--- config.mk ---
export PLATFORM = sky130hd
export DESIGN_NAME = decode_stage
export DESIGN_NICKNAME = d
export VERILOG_FILES = /design/src/rtl/decode_stage.sv
export SDC_FILE = /design/constraint.sdc
export NUM_CORES = 1
export LEC_CHECK = 0
export ABC_AREA = 1
export CAP_MARGIN = 5
export CORE_ASPECT_RATIO = 0.9
export CORE_MARGIN = 4
export CORE_UTILIZATION = 40
export CTS_BUF_LIST = sky130_fd_sc_hd__clkbuf_4 sky130_fd_sc_hd__clkbuf_8
export DETAILED_ROUTE_END_ITERATION = 16
export PLACE_DENSITY_LB_ADDON = 0.2
export REMOVE_ABC_BUFFERS = 1
export SYNTH_ARGS = -nofsm -noshare
export SYNTH_HDL_FRONTEND = slang
export SYNTH_SLANG_ARGS = --single-unit
--- constraint.sdc ---
create_clock -name clk -period 5.7 [get_ports clk]
set_input_delay 0.57 -clock clk [delete_from_list [all_inputs] [get_ports clk]]
set_output_delay 0.57 -clock clk [all_outputs]
set_load 0.03 [all_outputs]
--- src/rtl/decode_stage.sv ---
// Instruction decode stage: field extraction, opcode classification, a registered
// valid/ready output slot and a pending-write scoreboard that stalls fetch on RAW/WAW.
module decode_stage #(
  parameter int ADDRESS_SIZE     = 32,
  parameter int REG_ADDRESS_SIZE = 5,
  parameter int OPCODE_SIZE      = 7,
  parameter int STALL_CNT_SIZE   = 16
) (
  input  logic                        clk,
  input  logic                        reset,
  input  logic                        in_valid,
  output logic                        in_ready,
  input  logic [ADDRESS_SIZE-1:0]     instruction,
  output logic                        out_valid,
  input  logic                        out_ready,
  output logic [OPCODE_SIZE-1:0]      out_opcode,
  output logic [REG_ADDRESS_SIZE-1:0] addr_rd,
  output logic [REG_ADDRESS_SIZE-1:0] addr_r1,
  output logic [REG_ADDRESS_SIZE-1:0] addr_r2,
  output logic [ADDRESS_SIZE-1:0]     immediate,
  output logic                        register_write,
  output logic                        illegal,
  input  logic                        wb_valid,
  input  logic [REG_ADDRESS_SIZE-1:0] wb_addr,
  input  logic                        flush,
  output logic [STALL_CNT_SIZE-1:0]   stall_count
);

  localparam int IMM_SIZE = ADDRESS_SIZE - OPCODE_SIZE - 3 * REG_ADDRESS_SIZE;
  localparam int SB_SIZE  = 2 ** REG_ADDRESS_SIZE;
  localparam int OP_MSB   = ADDRESS_SIZE - 1;
  localparam int RD_MSB   = OP_MSB - OPCODE_SIZE;
  localparam int R1_MSB   = RD_MSB - REG_ADDRESS_SIZE;
  localparam int R2_MSB   = R1_MSB - REG_ADDRESS_SIZE;

  localparam logic [OPCODE_SIZE-1:0]      OP_NOP    = OPCODE_SIZE'(0);
  localparam logic [OPCODE_SIZE-1:0]      OP_ALU_R  = OPCODE_SIZE'(1);
  localparam logic [OPCODE_SIZE-1:0]      OP_ALU_I  = OPCODE_SIZE'(2);
  localparam logic [OPCODE_SIZE-1:0]      OP_LOAD   = OPCODE_SIZE'(3);
  localparam logic [OPCODE_SIZE-1:0]      OP_STORE  = OPCODE_SIZE'(4);
  localparam logic [OPCODE_SIZE-1:0]      OP_BRANCH = OPCODE_SIZE'(5);
  localparam logic [REG_ADDRESS_SIZE-1:0] REG_ZERO  = {REG_ADDRESS_SIZE{1'b0}};
  localparam logic [SB_SIZE-1:0]          SB_ZERO   = {SB_SIZE{1'b0}};
  localparam logic [SB_SIZE-1:0]          SB_ONE    = SB_SIZE'(1);
  localparam logic [STALL_CNT_SIZE-1:0]   STALL_MAX = {STALL_CNT_SIZE{1'b1}};

  // Bit 0 of the MSB-first field numbering is instruction[ADDRESS_SIZE-1].
  logic [OPCODE_SIZE-1:0]      w_opcode;
  logic [REG_ADDRESS_SIZE-1:0] w_rd, w_r1, w_r2;
  logic [IMM_SIZE-1:0]         w_imm;
  logic [ADDRESS_SIZE-1:0]     w_immediate;
  logic                        w_reg_write, w_use_r1, w_use_r2, w_illegal;
  logic                        w_hazard, w_accept, w_stall_inc;
  logic [SB_SIZE-1:0]          w_set_mask, w_clr_mask, w_busy_next;

  logic                        r_out_valid;
  logic [OPCODE_SIZE-1:0]      r_opcode;
  logic [REG_ADDRESS_SIZE-1:0] r_rd, r_r1, r_r2;
  logic [ADDRESS_SIZE-1:0]     r_immediate;
  logic                        r_reg_write, r_illegal;
  logic [SB_SIZE-1:0]          r_busy;
  logic [STALL_CNT_SIZE-1:0]   r_stall_count;

  assign w_opcode    = instruction[OP_MSB -: OPCODE_SIZE];
  assign w_rd        = instruction[RD_MSB -: REG_ADDRESS_SIZE];
  assign w_r1        = instruction[R1_MSB -: REG_ADDRESS_SIZE];
  assign w_r2        = instruction[R2_MSB -: REG_ADDRESS_SIZE];
  assign w_imm       = instruction[IMM_SIZE-1:0];
  assign w_immediate = {{(ADDRESS_SIZE - IMM_SIZE){w_imm[IMM_SIZE-1]}}, w_imm};

  // Opcode class: destination write and which sources are read.
  always_comb begin
    w_reg_write = 1'b0;
    w_use_r1    = 1'b0;
    w_use_r2    = 1'b0;
    w_illegal   = 1'b0;
    case (w_opcode)
      OP_NOP:    w_illegal = 1'b0;
      OP_ALU_R:  begin w_reg_write = 1'b1; w_use_r1 = 1'b1; w_use_r2 = 1'b1; end
      OP_ALU_I:  begin w_reg_write = 1'b1; w_use_r1 = 1'b1; end
      OP_LOAD:   begin w_reg_write = 1'b1; w_use_r1 = 1'b1; end
      OP_STORE:  begin w_use_r1 = 1'b1; w_use_r2 = 1'b1; end
      OP_BRANCH: begin w_use_r1 = 1'b1; w_use_r2 = 1'b1; end
      default:   w_illegal = 1'b1;
    endcase
  end

  // Register 0 is excluded explicitly so it can never raise a hazard.
  assign w_hazard = (w_use_r1 && (w_r1 != REG_ZERO) && r_busy[w_r1]) ||
                    (w_use_r2 && (w_r2 != REG_ZERO) && r_busy[w_r2]) ||
                    (w_reg_write && (w_rd != REG_ZERO) && r_busy[w_rd]);

  assign in_ready    = !reset && !flush && !w_hazard && (!r_out_valid || out_ready);
  assign w_accept    = in_valid && in_ready;
  assign w_stall_inc = in_valid && w_hazard && !flush;

  // Set is applied after clear so an accept beats a same-cycle writeback.
  assign w_set_mask  = (w_accept && w_reg_write && (w_rd != REG_ZERO)) ? (SB_ONE << w_rd) : SB_ZERO;
  assign w_clr_mask  = wb_valid ? (SB_ONE << wb_addr) : SB_ZERO;
  assign w_busy_next = (r_busy & ~w_clr_mask) | w_set_mask;

  // Output slot: loads only on accept, drains when execute takes it.
  always_ff @(posedge clk or posedge reset) begin
    if (reset) begin
      r_out_valid <= 1'b0;
      r_opcode    <= {OPCODE_SIZE{1'b0}};
      r_rd        <= REG_ZERO;
      r_r1        <= REG_ZERO;
      r_r2        <= REG_ZERO;
      r_immediate <= {ADDRESS_SIZE{1'b0}};
      r_reg_write <= 1'b0;
      r_illegal   <= 1'b0;
    end else if (flush) begin
      r_out_valid <= 1'b0;
    end else if (w_accept) begin
      r_out_valid <= 1'b1;
      r_opcode    <= w_opcode;
      r_rd        <= w_rd;
      r_r1        <= w_r1;
      r_r2        <= w_r2;
      r_immediate <= w_immediate;
      r_reg_write <= w_reg_write;
      r_illegal   <= w_illegal;
    end else if (out_ready) begin
      r_out_valid <= 1'b0;
    end
  end

  // Pending-write scoreboard.
  always_ff @(posedge clk or posedge reset) begin
    if (reset) begin
      r_busy <= SB_ZERO;
    end else if (flush) begin
      r_busy <= SB_ZERO;
    end else begin
      r_busy <= w_busy_next;
    end
  end

  // Saturating hazard-stall counter.
  always_ff @(posedge clk or posedge reset) begin
    if (reset) begin
      r_stall_count <= {STALL_CNT_SIZE{1'b0}};
    end else if (w_stall_inc && (r_stall_count != STALL_MAX)) begin
      r_stall_count <= r_stall_count + STALL_CNT_SIZE'(1);
    end
  end

  assign out_valid      = r_out_valid;
  assign out_opcode     = r_opcode;
  assign addr_rd        = r_rd;
  assign addr_r1        = r_r1;
  assign addr_r2        = r_r2;
  assign immediate      = r_immediate;
  assign register_write = r_reg_write;
  assign illegal        = r_illegal;
  assign stall_count    = r_stall_count;

endmodule

==> After elaboration in Yosys (flattened, before gate mapping) <==
Index checks and enable logic that the tools add are counted.
{ "totals": {"ram_bits": 0, "romBits": 0, "n_memories": 0, "latch_bits": 0, "inputBits": 43, "wordCells": 74, "register_bits": 83} }
{ "classes": {"div": 0, "n_eq_ne": 6, "magnitude_cmp": 3, "muxes": 16, "n_addsub": 1, "shift": 2, "reduce_logical": 32, "n_mul": 0, "bitwise_logic": 4} }
{ "op_table": {"columns": ["op", "count"], "rows": [
  ["32-bit two-way mux", 3],
  ["1-bit by 5-bit left shift with 32-bit output, first input constant", 2],
  ["32-bit AND", 1],
  ["32-bit inverter", 1],
  ["32-bit OR", 1],
  ["5-bit by 6-bit less-than comparator with 1-bit output, second input constant", 3],
  ["16-bit by 1-bit adder with 16-bit output, second input constant", 1],
  ["16-bit != test, second input constant", 1],
  ["1-bit binary-select mux with 5-bit select", 3],
  ["1-bit logical AND", 15],
  ["5-bit nonzero test", 3],
  ["7-bit by 2-bit equality test with 1-bit output, second input constant", 2],
  ["7-bit by 3-bit equality test with 1-bit output, second input constant", 2],
  ["1-bit two-way mux", 10],
  ["7-bit by 1-bit equality test with 1-bit output, second input constant", 1],
  ["7-bit logical NOT", 1],
  ["3-bit OR reduction", 2],
  ["6-bit OR reduction", 1],
  ["5-bit OR reduction", 1],
  ["1-bit logical NOT", 4],
  ["1-bit logical OR", 3],
  ["3-bit nonzero test", 1],
  ["2-bit AND reduction", 1],
  ["1-bit inverter", 1]
]} }

==> Logic depth before layout (Yosys ltp) <==
Gate-level depths: netlist of the first run.
{ "logic_depth": {"ltp_word": 16, "depth_mapped": 18, "mapped_depth_nobuf": 15} }

==> Worst setup path before layout of the first run <==
OpenSTA, ideal clock, no wires.
{ "synth_path": {"path_type": "input to output", "start": "input reset", "end": "output in_ready", "t_required_ns": 5.130, "n_path_buf": 1, "setup_slack_ns": 1.868, "cell_stages": 4, "arrival_time_ns": 3.262, "path_cell_list": "inv_1 -> nand3_1 -> nor2_8 -> buf_4"} }
{ "synth_via": {"elab_chain_len": 4} }
{ "synth_rtl": {"columns": ["item", "line_no", "text"], "rows": [
  ["start, declared", "10", "input logic reset,"],
  ["1-bit logical NOT (no source line)", null, null],
  ["1-bit logical AND (3 in a row)", "93", "assign in_ready = !reset && !flush && !w_hazard && (!r_out_valid || out_ready);"],
  ["end, declared", "12", "output logic in_ready,"]
]} }
No other way between the ends.

==> Worst setup path in the final report of the first run <==
{ "layout_path": {"start": "input instruction[20]", "end": "output in_ready"} }
{ "layout_via": {"elab_chain_len": 7, "word_cells_on_any_way": 9} }
{ "layout_rtl": {"columns": ["item", "line_no", "text"], "rows": [
  ["start, declared", "13", "input logic [ADDRESS_SIZE-1:0] instruction,"],
  ["1-bit binary-select mux with 5-bit select / 5-bit nonzero test (equally long branches)", "91", "(w_reg_write && (w_rd != REG_ZERO) && r_busy[w_rd]);"],
  ["1-bit two-way mux (not written as such) / 1-bit logical AND (equally long branches)", "91", null],
  ["1-bit logical AND (*)", "91", null],
  ["1-bit logical OR (*)", "90", "(w_use_r2 && (w_r2 != REG_ZERO) && r_busy[w_r2]) ||"],
  ["1-bit logical NOT (*)", "93", null],
  ["1-bit logical AND (*) (2 in a row)", "93", null]
]} }
Mark *: on every way between the ends. The rest lies on a longest branch, timed or not. The select of a mux whose other input is x is not followed.

==> summary.txt, run 1 <==
Run status
  – Status: finished, final reports clean

Die
  – Die span in x: ~130 microns
  – Full die area: around 15000 sq um
  – Starting Density: between 40% and 50%
  – Die Height: between 100 and 150 microns
  – # IOs: ~120
  – Core area: 12800 sq um
  – Standard-cell rows: 39

Route
  – Routed WL per cell: 16.7 microns
  – ANT nets after route: 0
  – WL final: about 16000 microns
  – Post-route DRC: 0
  – Via density: between 5 and 6
  – DR iter-0 viols: roughly 580
  – Via count: between 5000 and 6000
  – DRT Pass-1 Iters: 5

Timing
  – Max Slew Vio Count: 0
  – Final Skew: a little over 0.01 ns
  – Worst Tran Pin Value: approximately 0.73 ns
  – Setup tns final: 0 ns
  – Final setup vio count: 0
  – Hold Vio Cnt, Final: 0
  – Final worst-path cycle share: 73.3%
  – Relative max-transition margin: between 50% and 60%
  – Highest clock rate: 239 MHz
  – Final min period: 4.18 ns
  – RSZ-0062 raised after global routing: no

Cells and area
  – Post-Layout Inst Area: around 6400 sq um
  – Most common cell after layout, fill and taps aside: nand2_1
  – Antenna diode count: 0
  – Post-layout util: around half
  – Most frequent cells in the layout: nand2_1, clkdlybuf4s50_1, nand3_1
  – Share of cells above drive strength 1: roughly 4.4%
  – Final net count: 854
  – Layout Cells excl Fill: 977
  – Synth-to-layout area growth: 22.7%

Worst hold path
  – Hold-critical path depth: 2
  – Worst hold path endpoint: out_opcode[5]
  – Hold Crit Start: out_opcode[5]
  – Worst Hold Class: flip-flop to flip-flop

Setup path
  – Worst EP arrival: about 3.6 ns
  – Reg-to-Reg Start: r_busy[11]
  – Flop-to-flop setup slack: between 3 and 4 ns
  – CP bufs+invs: 4
  – Worst Setup End Kind: output pin
  – Reg2reg end: immediate[8]
  – CP top delay family: buffers and inverters
  – CP max stage delay: between 0.7 and 0.8 ns
  – WP data required: between 5 and 6 ns
  – Crit path max-delay cell type: clkdlybuf4s50_1
  – Worst Setup Path Type: primary input to output pin
  – Critical path cell sequence: clkdlybuf4s50_1 > inv_4 > nand2_1 > inv_2 > nand2_1 > nor3_1 > nor2_1 > nand3_2 > nand3_4 > nor2_8 > clkdlybuf4s50_1
  – Worst reg-to-reg path cell count: 15
  – CP Launch Type: primary input
  – Maximum fanout along the worst path: 33

CTS
  – # resized after CTS: 0
  – Setup Fix Bufs, Post-CTS: 0
  – Clock tree root driver cell: clkbuf_8
  – Worst-case clock buffer depth: 2
  – CTS tree: built
  – Count of clock tree sinks: 83
  – Clock latency at the later pin of the worst-skew pair: 0.37 ns
  – Max H-tree Level: 3
  – Hold-fix buffers, CTS: 0
  – TritonCTS Buffers: 9
  – Worst-path clk slew: 0.08 ns

Synthesis
  – Synth async-reset ratio: 100%
  – Post-Synthesis Cells: 740
  – Seq/Total Area, Yosys: 39.6%
  – Library cells used by synthesis: 31
  – Mapped Area: 5250 sq um
  – Ys flop type: dfrtp_1
  – Ys Warns: 0
  – Number of synthesized flops with an enable pin: 0
  – Flops & latches, synth: 83
  – Post-Syn Area per Cell: 7.09 sq um

Global route
  – Initial antenna violation count: 0
  – Vias in the first global route: ~5000
  – Tot GR Track Use: ~22%
  – Global-route wire length before repair: 25900 microns
  – Largest net degree at the start of global routing: between 50 and 60
  – GRT Residual Overflow: 0

Pwr
  – Leakage Power: roughly 2.8 nW
  – Sequential power share: 38.8%
  – Pwr dens: between 200 and 300 nW/um^2
  – P_sw: about 0.00068 W
  – Final Power: approximately 0.0018 W
  – Power share of the clock group: 25.3%
  – Comb power frac: 35.9%
  – Sw frac: around 37%
  – Internal power: between 0.001 and 0.0015 W
  – VDD IR max: about 180 uV

Placement
  – Placed Instance Area: slightly above 6000 sq um
  – Port Buffers: approximately 120
  – Detailed placer's ending HPWL: approximately 12000 microns
  – Cells after DPL: 963
  – Gp weighted congestion: around 0.94

Flow run
  – Max Cap Viol: 0
==> metrics by stage <==
| step | worst slack, ns | hold slack (ns) |
|---|---|---|
| 3_3_place_gp | 1.51 | 0.464 |
| 3_5_place_dp | 1.53 | 0.469 |
| 2_1_floorplan | 0.719 | 0.524 |
| 5_1_grt | 1.22 | 0.516 |
| 4_1_cts | 1.52 | 0.490 |
| 6_report | 1.52 | 0.491 |
==> per-layer routing <==
layer  track usage, %  share of wire (%)  up-vias
met5                0                  0        -
met4             7.00                1.6        0
met3             5.17                8.4       19
met2             31.6                 44      189
met1             32.5                 46     2464
li1                 -                  -     2552
==> Yosys cell counts (2+ instances only) <==
| library cell | instances | share of area, % |
|---|---|---|
| buf_1 | 2 | 0.14 |
| o21ai_0 | 36 | 3.4 |
| nor4_1 | 6 | 0.72 |
| buf_6 | 7 | 1.5 |
| xor2_1 | 10 | 1.7 |
| nor2_1 | 38 | 2.7 |
| nand2_1 | 228 | 16 |
| nand4_1 | 39 | 4.7 |
| clkbuf_1 | 13 | 0.93 |
| a21oi_1 | 34 | 3.2 |
| o21ai_1 | 24 | 2.3 |
| nand3_2 | 3 | 0.57 |
| inv_4 | 5 | 0.60 |
| inv_1 | 57 | 4.1 |
| buf_4 | 31 | 4.4 |
| inv_2 | 4 | 0.29 |
| buf_2 | 7 | 0.67 |
| dfrtp_1 | 83 | 40 |
| xnor2_1 | 4 | 0.67 |
| nor3_1 | 15 | 1.4 |
| nand3_1 | 84 | 8.0 |
==> state kept, by name, summed over array words and instances (netlist names) <==
name,cells
register_write,1
addr_r1,5
stall_count,16
illegal,1
addr_r2,5
out_valid,1
addr_rd,5
immediate,10
out_opcode,7
r_busy,32
==> logic make-up (layout without fill, tap and decap cells) <==
logic type                 count (synthesis)  after routing  synth area share, %
buffers and inverters                    127            200                 12.7
and+or+nand+nor                          420            420                 36.0
AOI/OAI and AO/OA                         95             95                 9.11
DFF                                       83             83                 39.6
adders and majority gates                  1              1                0.238
xor gates and xnor gates                  14             14                 2.34
==> worst max path at each step <==
stage | startpoint | slack (ns) | end | cells after the start
floorplan | immediate[9] | 0.72 | immediate[10] | 0
global placement | instruction[20] | 1.51 | in_ready | 11
detailed placement | instruction[20] | 1.53 | in_ready | 11
CTS | instruction[20] | 1.52 | in_ready | 11
global route | instruction[20] | 1.22 | in_ready | 11
finish | instruction[20] | 1.52 | in_ready | 11
==> worst register-to-register path, stage by stage (launching register included) <==
cell and delay, ns:
dfrtp_1 0.47, inv_1 0.08, nand2_1 0.05, nand2_1 0.09, nand2_1 0.05, nand3_1 0.11, nand3_1 0.08, nand2_1 0.09
nand2_1 0.07, nand3_2 0.11, nand3_4 0.12, nor2_8 0.37, nand2_4 0.41, inv_4 0.33, nand2_1 0.08, nand2_1 0.06
==> power by group through the flow <==
stage	Clock, W	Sequential (W)	Combinational, W
3_5_place_dp	0	0.000721	0.000658
6_report	0.000461	0.000708	0.000654
3_3_place_gp	0	0.000717	0.000653
4_1_cts	0.000480	0.000709	0.000660
2_1_floorplan	0	0.000901	0.000176
5_1_grt	0.000501	0.000719	0.000705
==> final cells by class <==
cell class | instances | area [sq um]
fill | 1265 | 6350
multi-input combinational | 530 | 2500
sequential | 83 | 2080
timing repair buffer | 119 | 1180
inverter | 67 | 265
tap | 164 | 205
clock buffer | 9 | 124
clock inverter | 5 | 80.1
Note: power is estimated with default switching activity, not from simulation.
==> run 2: changes to the inputs <==
==> constraint.sdc (replaced) <==
create_clock -name clk -period 3.9 [get_ports clk]
set_input_delay 0.39 -clock clk [delete_from_list [all_inputs] [get_ports clk]]
set_output_delay 0.39 -clock clk [all_outputs]
set_load 0.03 [all_outputs]
==> summary.txt, run 2 (synthesized netlist as in run 1, its figures left out) <==
Setup path
  – Maximum fanout along the worst path: 18
  – Worst reg-to-reg path cell count: 14
  – Critical path cell sequence: clkdlybuf4s50_1 > inv_4 > nand2_1 > inv_2 > nand2_1 > nor3_1 > nor2_1 > nand3_2 > nand3_4 > nor2_8 > clkdlybuf4s50_1
  – Worst Setup Path Type: primary input to output pin
  – CP max stage delay: roughly 0.75 ns
  – CP Launch Type: primary input
  – Crit path max-delay cell type: clkdlybuf4s50_1
  – Worst EP arrival: a little over 3 ns
  – WP data required: 3.51 ns
  – Worst Setup End Kind: output pin

CTS
  – TritonCTS Buffers: 9
  – Clock tree root driver cell: clkbuf_8
  – Worst-path clk slew: 0.07 ns
  – Max H-tree Level: 3
  – Hold-fix buffers, CTS: 0
  – # resized after CTS: 0
  – Clock latency at the later pin of the worst-skew pair: between 0.3 and 0.4 ns
  – Count of clock tree sinks: 83
  – Setup Fix Bufs, Post-CTS: 0
  – Worst-case clock buffer depth: 2
  – CTS tree: built

Timing
  – Highest clock rate: 290 MHz
  – Max Slew Vio Count: 0
  – RSZ-0062 raised after global routing: no
  – Setup ws final: 0.447 ns
  – Final Skew: roughly 0.012 ns
  – Worst Tran Pin Value: between 1 and 1.5 ns
  – Final setup vio count: 0
  – Hold Vio Cnt, Final: 0
  – Relative max-transition margin: 29.5%
  – Final worst-path cycle share: between 80 and 90%
  – Final min period: around 3.5 ns

Cells and area
  – Post-Layout Inst Area: roughly 6500 sq um
  – Antenna diode count: 0
  – Fillers: approximately 1300
  – Biggest register: r_busy
  – Multi-input logic area: about 2500 sq um
  – Post-layout util: between 50% and 60%
  – Share of cells above drive strength 1: 5.36%
  – Synth-to-layout area growth: 24.7%
  – Most frequent cells in the layout: nand2_1, clkdlybuf4s50_1, nand3_1
  – Final net count: roughly 860
  – Most common cell after layout, fill and taps aside: nand2_1
  – Max reg flops: 32
  – Register area: slightly above 2000 sq um

Die
  – # IOs: between 100 and 150
  – Full die area: 15000 sq um
  – Die Height: 117 microns
  – Core area: 12800 sq um
  – Die span in x: around 130 microns
  – Standard-cell rows: 39
  – Starting Density: about two fifths

Global route
  – Tot GR Track Use: roughly 22%
  – Global-route wire length before repair: between 20000 and 30000 microns
  – Grt met3 use: about 4.6%
  – Grt met2 use: between 30 and 40%
  – Initial antenna violation count: 0
  – Top Usage Layer GRT: met1
  – GR met1 Demand/Resource: between 30% and 40%
  – Largest net degree at the start of global routing: 84
  – GRT Residual Overflow: 0
  – Vias in the first global route: about 5000

Pwr
  – Leakage Power: 2.86 nW
  – Pwr dens: approximately 420 nW/um^2
  – VDD IR max: ~250 uV
  – Final Power: 0.00276 W

Placement
  – Setup WS pre-CTS: between 0.4 and 0.5 ns
  – Detailed placer's ending HPWL: between 10000 and 15000 microns
  – Placed Instance Area: 6300 sq um
  – Port Buffers: approximately 120
  – Gp weighted congestion: 0.942

Route
  – Routed WL per cell: ~17 microns
  – Post-route DRC: 0
  – Via count: around 5300
  – DR iter-0 viols: 460
  – WL final: between 15000 and 20000 microns
  – ANT nets after route: 0
  – Via density: 5.40
  – DRT Pass-1 Iters: 5

Flow run
  – Max Cap Viol: 0

Worst hold path
  – Worst Hold Class: flip-flop to flip-flop
  – Hold-critical path depth: 2

Run status
  – Status: finished, final reports clean
[run 2: cell types whose count changed in the layout (fill, tap and decap cells not counted)]
cell,delta
buf_4,+6
clkinvlp_4,-2
buf_12,+1
bufinv_16,+1
clkbuf_4,+1
clkbuf_8,+1
clkinv_2,-1
clkinv_4,+1
[run 2: path summary, 6_finish.rpt]
| path | slack, ns | endpoint | start |
|---|---|---|---|
| min in group asynchronous | 0.73 | addr_rd[4] | reset |
| setup reg to reg | 1.76 | r_busy[5] | r_busy[13] |
| hold reg to reg | 0.48 | immediate[0] | immediate[0] |
| max in group asynchronous | 2.50 | r_busy[23] | reset |
| setup / recovery | 0.45 | in_ready | instruction[20] |
| hold / removal | 0.48 | immediate[0] | immediate[0] |
[run 2: final cells by class]
type,count,share of cell area [%]
clock inverter,4,1.51
tap,164,3.14
sequential,83,31.7
multi-input combinational,530,38.2
timing repair buffer,126,19.1
clock buffer,11,2.22
inverter,67,4.05
[run 2: metrics by stage]
step	instances	TNS, ns	hold WS, ns
after floorplan	680	-21.62	0.453
after global placement	970	0	0.464
after detailed placement	970	0	0.464
after CTS	985	0	0.487
after global routing	985	0	0.509
final	985	0	0.484
[run 2: critical path, delay by kind of cell]
family                 cells  cell delay (ns)
AND/OR/NAND/NOR            7             0.86
buffers and inverters      4             1.81
[run 2: metal layers]
metal | vias to the layer above | share of wire [%]
li1 | 2577 | -
met1 | 2487 | 46
met2 | 228 | 44
met3 | 24 | 8.2
met4 | 0 | 1.6
met5 | - | 0
[run 2: report_power, final]
part           switching, W  internal, W  total (W)
logic              0.000593     0.000373   0.000966
clock network      0.000315     0.000448   0.000762
registers         0.0000807     0.000954    0.00103
total              0.000989      0.00177    0.00276
==> run 3: changes to the inputs <==
--- a/config.mk
+++ b/config.mk
@@ -12,6 +12,7 @@
 export CORE_UTILIZATION = 40
 export CTS_BUF_LIST = sky130_fd_sc_hd__clkbuf_4 sky130_fd_sc_hd__clkbuf_8
 export DETAILED_ROUTE_END_ITERATION = 16
+export HOLD_SLACK_MARGIN = 0.02
 export PLACE_DENSITY_LB_ADDON = 0.2
 export REMOVE_ABC_BUFFERS = 1
 export SYNTH_ARGS = -nofsm -noshare
==> constraint.sdc (replaced) <==
create_clock -name clk -period 3.4 [get_ports clk]
set_input_delay 0.34 -clock clk [delete_from_list [all_inputs] [get_ports clk]]
set_output_delay 0.34 -clock clk [all_outputs]
set_load 0.03 [all_outputs]
==> summary.txt, run 3 (synthesized netlist as in run 1, its figures left out) <==
Die
  – Full die area: ~15000 sq um
  – Starting Density: 41.0%
  – Die span in x: around 130 microns
  – # IOs: between 100 and 150
  – Standard-cell rows: 39
  – Core area: around 13000 sq um
  – Die Height: between 100 and 150 microns

Route
  – WL final: 16500 microns
  – Via density: 5.35
  – DRT Pass-1 Iters: 5
  – Via count: between 5000 and 6000
  – Post-route DRC: 0
  – Routed WL per cell: 16.7 microns
  – ANT nets after route: 0
  – DR iter-0 viols: about 470

Setup path
  – CP max stage delay: between 0.7 and 0.8 ns
  – Critical path cell sequence: clkdlybuf4s50_1 > inv_4 > nand2_1 > inv_2 > nand2_1 > nor3_1 > nor2_1 > nand3_2 > nand3_4 > nor2_8 > buf_4
  – Critical Path Most Common Cell: nand2_1
  – Maximum fanout along the worst path: 18
  – Worst EP arrival: around 2.5 ns
  – Crit path max-delay cell type: clkdlybuf4s50_1
  – WP data required: a little over 3 ns
  – CP Launch Type: primary input
  – Worst Setup End Kind: output pin
  – Worst Setup Path Type: primary input to output pin

Global route
  – Vias in the first global route: 4938
  – Tot GR Track Use: between 20 and 25%
  – Global-route wire length before repair: 25900 microns
  – Largest net degree at the start of global routing: 53
  – Initial antenna violation count: 0
  – GRT Residual Overflow: 0

Cells and area
  – Most common cell after layout, fill and taps aside: nand2_1
  – Share of cells above drive strength 1: around 5.8%
  – Post-layout util: 50.8%
  – Antenna diode count: 0
  – Multi-input logic area: about 2500 sq um
  – Final net count: between 800 and 900
  – Synth-to-layout area growth: 23.8%
  – Fillers: 1249
  – Biggest register: r_busy
  – Layout Cells excl Fill: between 900 and 1000
  – Register area: between 2000 and 2500 sq um
  – Max reg flops: 32
  – Most frequent cells in the layout: nand2_1, clkdlybuf4s50_1, nand3_1

CTS
  – Count of clock tree sinks: 83
  – TritonCTS Buffers: 9
  – Clock latency at the later pin of the worst-skew pair: roughly 0.38 ns
  – Setup Fix Bufs, Post-CTS: 0
  – CTS tree: built
  – Hold-fix buffers, CTS: 0
  – Clock tree root driver cell: clkbuf_8
  – Worst-path clk slew: 0.09 ns
  – Max H-tree Level: 3
  – Worst-case clock buffer depth: 2
  – # resized after CTS: 0

Timing
  – Final Skew: between 0.01 and 0.015 ns
  – Final setup vio count: 0
  – Min Hold Slack: about 0.38 ns
  – Final worst-path cycle share: 83.0%
  – Setup tns final: 0 ns
  – Relative max-transition margin: roughly 54%
  – Hold Vio Cnt, Final: 0
  – Highest clock rate: 354 MHz
  – RSZ-0062 raised after global routing: no
  – Max Slew Vio Count: 0
  – Final min period: around 2.8 ns
  – Worst Tran Pin Value: between 0.6 and 0.7 ns

Pwr
  – Final Power: ~0.003 W
  – Leakage Power: 2.84 nW
  – VDD IR max: 260 uV
  – Pwr dens: roughly 460 nW/um^2

Placement
  – Gp weighted congestion: around 0.92
  – Cells after DPL: around 970
  – Detailed placer's ending HPWL: 12100 microns
  – Port Buffers: around 120

Flow run
  – Max Cap Viol: 0

Worst hold path
  – Worst Hold Class: primary input to asynchronous set/reset pin

Run status
  – Status: finished, final reports clean
run 3: changes by cell type in the layout (fill, tap and decap cells not counted):
cell,before,now
clkbuf_4,1,2
buf_4,9,14
clkdlybuf4s50_1,116,115
clkbuf_8,10,12
buf_12,1,0
clkinv_4,1,0
clkinvlp_4,0,1
bufinv_16,3,0
run 3: per-layer routing:
metal	global-route usage, %	routed length [microns]
met4	7.28	316
met2	32.1	7190
met5	0	0
met3	6.26	1330
met1	31.5	7630
run 3: worst max-delay path: cells and delay by family:
family | cells | cell delay [ns]
buffers and inverters | 4 | 1.29
AND/OR/NAND/NOR | 7 | 0.84
run 3: where the power goes:
part	internal [W]	switching, W	total [W]
clock	0.000339	0.000366	0.000704
sequential	0.00109	0.0000985	0.00119
combinational	0.000428	0.000676	0.00110
total	0.00186	0.00114	0.00300
run 3: area by class of cell:
class                      instances  share of cell area, %
inverter                          67                   4.08
clock buffer                      14                   2.77
timing repair buffer             129                   19.3
sequential                        83                   32.0
tap                              164                   3.16
clock inverter                     1                  0.116
multi-input combinational        530                   38.5
run 3: worst paths after layout:
| path | start | end | slack, ns | depth (start not counted) |
|---|---|---|---|---|
| setup / recovery | instruction[20] | in_ready | 0.58 | 11 |
| hold / removal | reset | addr_r2[3] | 0.38 | 3 |
| setup reg to reg | r_busy[23] | addr_r2[1] | 1.23 | 15 |
| hold reg to reg | immediate[5] | immediate[5] | 0.49 | 2 |
| max in group asynchronous | reset | r_busy[13] | 2.00 | 4 |
| min in group clk | immediate[5] | immediate[5] | 0.49 | 2 |
run 3: per-stage QoR:
step | worst slack [ns] | cell area, sq um
global route | 0.369 | 6490
floorplan | -1.40 | 4840
finish | 0.578 | 6490
CTS | 0.600 | 6490
global placement | 0.410 | 6310
detailed placement | 0.361 | 6310
